--- config.mk ---
export PLATFORM = sky130hd
export DESIGN_NAME = bus_fabric
export DESIGN_NICKNAME = d
export VERILOG_FILES = /design/src/rtl/bus_fabric.sv
export SDC_FILE = /design/constraint.sdc
export NUM_CORES = 1
export LEC_CHECK = 0
export ABC_AREA = 0
export CAP_MARGIN = 20
export CORE_MARGIN = 4
export CORE_UTILIZATION = 32
export CTS_BUF_LIST = sky130_fd_sc_hd__clkbuf_16
export DETAILED_ROUTE_END_ITERATION = 8
export PLACE_DENSITY = 0.81
export REMOVE_ABC_BUFFERS = 1
export SETUP_SLACK_MARGIN = 0.2
export SYNTH_ARGS = -nofsm -noshare
export SYNTH_HDL_FRONTEND = slang
export SYNTH_SLANG_ARGS = --single-unit
--- constraint.sdc ---
create_clock -name clk -period 3.25 [get_ports clk]
set_input_delay 0.975 -clock clk [delete_from_list [all_inputs] [get_ports clk]]
set_output_delay 0.975 -clock clk [all_outputs]
set_load 0.01 [all_outputs]
--- src/rtl/bus_fabric.sv ---
// Parametrised priority shared bus with an optional pipeline stage, display latch
// and sticky contention tracking (flag, saturating counter, conflicting-enable snapshot).
module bus_fabric #(
    parameter int unsigned WIDTH      = 16,
    parameter int unsigned NSRC       = 4,
    parameter int unsigned REGISTERED = 0,
    parameter int unsigned DISP_W     = 8,
    parameter int unsigned CNT_W      = 8
) (
    input  logic                    clk,
    input  logic                    rst,
    input  logic [NSRC-1:0]         src_en,
    input  logic [NSRC*WIDTH-1:0]   src_data,
    input  logic                    disp_capture,
    input  logic                    clr_err,
    output logic [WIDTH-1:0]        bus,
    output logic                    bus_valid,
    output logic [NSRC-1:0]         grant,
    output logic [DISP_W-1:0]       disp_out,
    output logic                    disp_valid,
    output logic                    contention,
    output logic [CNT_W-1:0]        contention_cnt,
    output logic [NSRC-1:0]         last_conflict
);

    logic [WIDTH-1:0]  bus_c;
    logic [NSRC-1:0]   grant_c;
    logic              bus_valid_c;
    logic              multi_c;
    logic              found;

    logic [DISP_W-1:0] disp_q, disp_d;
    logic              disp_valid_q, disp_valid_d;
    logic              contention_q, contention_d;
    logic [CNT_W-1:0]  cnt_q, cnt_d;
    logic [NSRC-1:0]   last_q, last_d;

    // Lowest asserted enable index wins the bus.
    always_comb begin
        bus_c   = '0;
        grant_c = '0;
        found   = 1'b0;
        for (int unsigned i = 0; i < NSRC; i++) begin
            if (src_en[i] && !found) begin
                found      = 1'b1;
                grant_c[i] = 1'b1;
                bus_c      = src_data[i*WIDTH +: WIDTH];
            end
        end
        bus_valid_c = |src_en;
    end

    // Two or more enables: clearing the lowest set bit leaves something behind.
    assign multi_c = (src_en & (src_en - NSRC'(1))) != '0;

    if (REGISTERED != 0) begin : g_reg
        logic [WIDTH-1:0] bus_q;
        logic [NSRC-1:0]  grant_q;
        logic             bus_valid_q;

        always_ff @(posedge clk) begin
            if (rst) begin
                bus_q       <= '0;
                grant_q     <= '0;
                bus_valid_q <= 1'b0;
            end else begin
                bus_q       <= bus_c;
                grant_q     <= grant_c;
                bus_valid_q <= bus_valid_c;
            end
        end

        assign bus       = bus_q;
        assign grant     = grant_q;
        assign bus_valid = bus_valid_q;
    end else begin : g_comb
        assign bus       = bus_c;
        assign grant     = grant_c;
        assign bus_valid = bus_valid_c;
    end

    // Clear is applied first so a contending cycle under clr_err restarts the count at 1.
    always_comb begin
        disp_d       = disp_capture ? bus[DISP_W-1:0] : disp_q;
        disp_valid_d = disp_valid_q | disp_capture;
        contention_d = contention_q;
        cnt_d        = cnt_q;
        last_d       = last_q;
        if (clr_err) begin
            contention_d = 1'b0;
            cnt_d        = '0;
            last_d       = '0;
        end
        if (multi_c) begin
            contention_d = 1'b1;
            last_d       = src_en;
            cnt_d        = (&cnt_d) ? cnt_d : cnt_d + CNT_W'(1);
        end
    end

    always_ff @(posedge clk) begin
        if (rst) begin
            disp_q       <= '0;
            disp_valid_q <= 1'b0;
            contention_q <= 1'b0;
            cnt_q        <= '0;
            last_q       <= '0;
        end else begin
            disp_q       <= disp_d;
            disp_valid_q <= disp_valid_d;
            contention_q <= contention_d;
            cnt_q        <= cnt_d;
            last_q       <= last_d;
        end
    end

    assign disp_out       = disp_q;
    assign disp_valid     = disp_valid_q;
    assign contention     = contention_q;
    assign contention_cnt = cnt_q;
    assign last_conflict  = last_q;

endmodule

==> out/metrics.csv <==
metric,value,unit
status,finished clean,
critical path arrival,2.04,ns
worst endpoint required time,2.27,ns
R2R cell count,4,
CP startpoint,src_data[18],
Post-DP HPWL,4020,um
global placer's final weighted congestion,0.883,
"Seq/Total Area, Yosys",0.327,
Die H,72.9,um
clk buf depth,2,
part of the cycle the worst path needs,0.929,
top layer in use,met4,
first-pass GRT wire length,8420,um
router iterations before antenna repair,4,
wl on met1,2130,um
synthesized instance count,179,
initial antenna violation count,0,
number of stages on the worst setup path,5,
clock sinks,22,
Initial Util,0.335,
CTS Hold Bufs,0,
r2r endpoint,contention_cnt[3]$_SDFF_PP0_,
main area contributors after synthesis,"dfxtp_1, a221o_1, nand2_1",
Die Area,5320,um^2
top cell family by delay on the critical path,buffers and inverters,
drt via density,5.25,
worst vdd ir,223,uV
GRT overflow,0,
final setup fails,0,
synthesis-stage register bit count,22,
CTS tree,done,
startpoint types,input pin,
"Hold Vio Cnt, Final",0,
number of synthesized flops with an enable pin,0,
WP buf/inv,2,
DRC,0,
worst slew pin tran,0.673,ns
Setup TNS,0,ns
WL final,5700,um
fmax,0.331,GHz
HP Class,reg -> reg,
die width,72.9,um
Max Cap Violations,0,
share of Yosys cell area claimed by the top area cell type,0.327,
diodes inserted,0,
clk root buf,clkbuf_16,
yosys warns,0,
Row Count,23,
cell accounting for the most synthesized area,dfxtp_1,
Clock Pin Slew Worst Setup and Hold Paths,0.06,ns
routed len/inst,15.2,um
placed insts,347,
Skew-Pair Late Insertion Delay,0.25,ns
Pwr Density,304,nW/um^2
Reg2Reg Setup Slack,1.67,ns
ys flop type,dfxtp_1,
met3 wire len,419,um
Post-synth ARST share,0,
RSZ-0062 raised after global routing,yes,
"commonest non-fill, non-tap cells in the layout","clkdlybuf4s50_1, buf_4, nand2_1",
worst-path cell chain,"clkdlybuf4s50_1, a221o_1, o21ai_2, nand2_1, buf_2",
last element of the critical path,bus[2],
crit path capture type,output pin,
Post-Synthesis Cell Area,1350,um^2
clk_skew,0.000610,ns
vias in the first global route,1889,
"Slew Viols, Final",0,
largest net degree at the start of global routing,23,
R2R Path Start,contention_cnt[0]$_SDFF_PP0_,
share of layout cells above drive strength 1,0.258,
GR Util All Layers,0.202,
worst stage delay on the critical path,0.40,ns
TritonCTS buffer count,3,
"commonest non-fill, non-tap cell in the layout",clkdlybuf4s50_1,
crit path kind,in -> out,
post-detailed-route count of antenna-violating nets,0,
clock period minus worst slack,3.02,ns
mean post-synth cell area,7.54,um^2
core area,4030,um^2
wire length on met2,3010,um
Iter 0 DRT Violations,94,
Area growth syn-to-layout,116,%
cell at the slowest stage of the critical path,clkdlybuf4s50_1,
H-tree lvl count,1,
nets,398,
fill count,316,
post-synthesis cell type count,34,
critical path peak fanout,2,
P_leak,1.23,nW
Port Buffers,114,
Ports,115,
via count,1967,
fin cells,375,
Rel. slew slack,0.547,
==> flip-flops by register name, summed over array words and instances, names as in the netlist <==
signal	cells
contention	1
contention_cnt	8
disp_out	8
disp_valid	1
last_conflict	4
==> how the worst min path moves through the flow <==
stage                        startpoint                  endpoint  slack, ns  depth (start not counted)
3_5_place_dp      disp_valid$_SDFF_PP0_     disp_valid$_SDFF_PP0_       0.46                          2
5_1_grt        disp_out[0]$_SDFFE_PP0P_  disp_out[0]$_SDFFE_PP0P_       0.50                          2
6_report          disp_valid$_SDFF_PP0_     disp_valid$_SDFF_PP0_       0.47                          2
3_3_place_gp    contention$_SDFFE_PP0P_   contention$_SDFFE_PP0P_       0.45                          2
2_1_floorplan   contention$_SDFFE_PP0P_   contention$_SDFFE_PP0P_       0.47                          2
4_1_cts           disp_valid$_SDFF_PP0_     disp_valid$_SDFF_PP0_       0.48                          2
==> where the power goes <==
part	switching (W)	internal [W]
Sequential	0.00000873	0.000285
Combinational	0.000127	0.000202
Clock	0.000101	0.000164
==> per-layer routing <==
metal  global-route usage  vias up
li1                     -      971
met4               0.0922        0
met1                0.222      898
met2                0.373       88
met3               0.0344       10
met5                    0        -
==> metrics by stage <==
step | hold WS, ns | util | cell area, um^2 | setup slack, ns | total power (W)
after global placement | 0.451 | 0.656 | 2640 | -0.522 | 0.000587
after floorplan | 0.474 | - | 1280 | 0.278 | 0.000381
after global routing | 0.498 | 0.723 | 2910 | 0.158 | 0.000927
after CTS | 0.476 | 0.711 | 2860 | 0.121 | 0.000874
after detailed placement | 0.460 | 0.656 | 2640 | -0.517 | 0.000590
final | 0.471 | 0.723 | 2910 | 0.231 | 0.000887
==> what timing repair did <==
| item | 4_1_cts | 5_1_grt |
|---|---|---|
| resized for setup | 98 | 22 |
| pin swaps | 2 | 7 |
| hold endpoints to repair | 0 | 0 |
| buffers inserted | 23 | 1 |
| endpoints found under the setup margin | 21 | 21 |
==> synthesized netlist by cell type (2+ instances only) <==
| cell type | count |
|---|---|
| nand3_1 | 3 |
| buf_4 | 2 |
| nor3_1 | 7 |
| a21oi_1 | 9 |
| a22oi_1 | 8 |
| nor2b_1 | 2 |
| clkbuf_1 | 8 |
| dfxtp_1 | 22 |
| and2_1 | 2 |
| a221o_1 | 16 |
| a311oi_1 | 8 |
| inv_1 | 3 |
| nor2_1 | 23 |
| buf_2 | 3 |
| nand2_1 | 27 |
| buf_1 | 2 |
| nand2b_1 | 2 |
| or3_1 | 4 |
| o21ai_0 | 12 |
| a211oi_1 | 2 |
==> cell type report <==
class | instances | area (um^2) | share of cell area
Clock buffer | 3 | 75.1 | 0.0258
Clock inverter | 1 | 3.75 | 0.00129
Inverter | 3 | 15.0 | 0.00515
Multi-Input combinational cell | 138 | 881 | 0.302
Sequential cell | 22 | 440 | 0.151
Tap cell | 50 | 62.6 | 0.0215
Timing Repair Buffer | 158 | 1440 | 0.493
==> cell families (layout without fill, tap and decap cells) <==
kind of cell           count (synthesis)  count (layout)  share of synthesized area
and+or+nand+nor                       75              75                      0.252
AOI/OAI and AO/OA                     62              62                      0.352
DFF                                   22              22                      0.327
buffers and inverters                 19             165                     0.0621
muxes                                  1               1                    0.00742
==> tightest hold or removal path: stages, from the launching register on <==
cell and delay [ns]:
dfxtp_1 0.33, nor2_1 0.04, nor2_1 0.06
No activity file was read; power rests on OpenSTA's default activity.
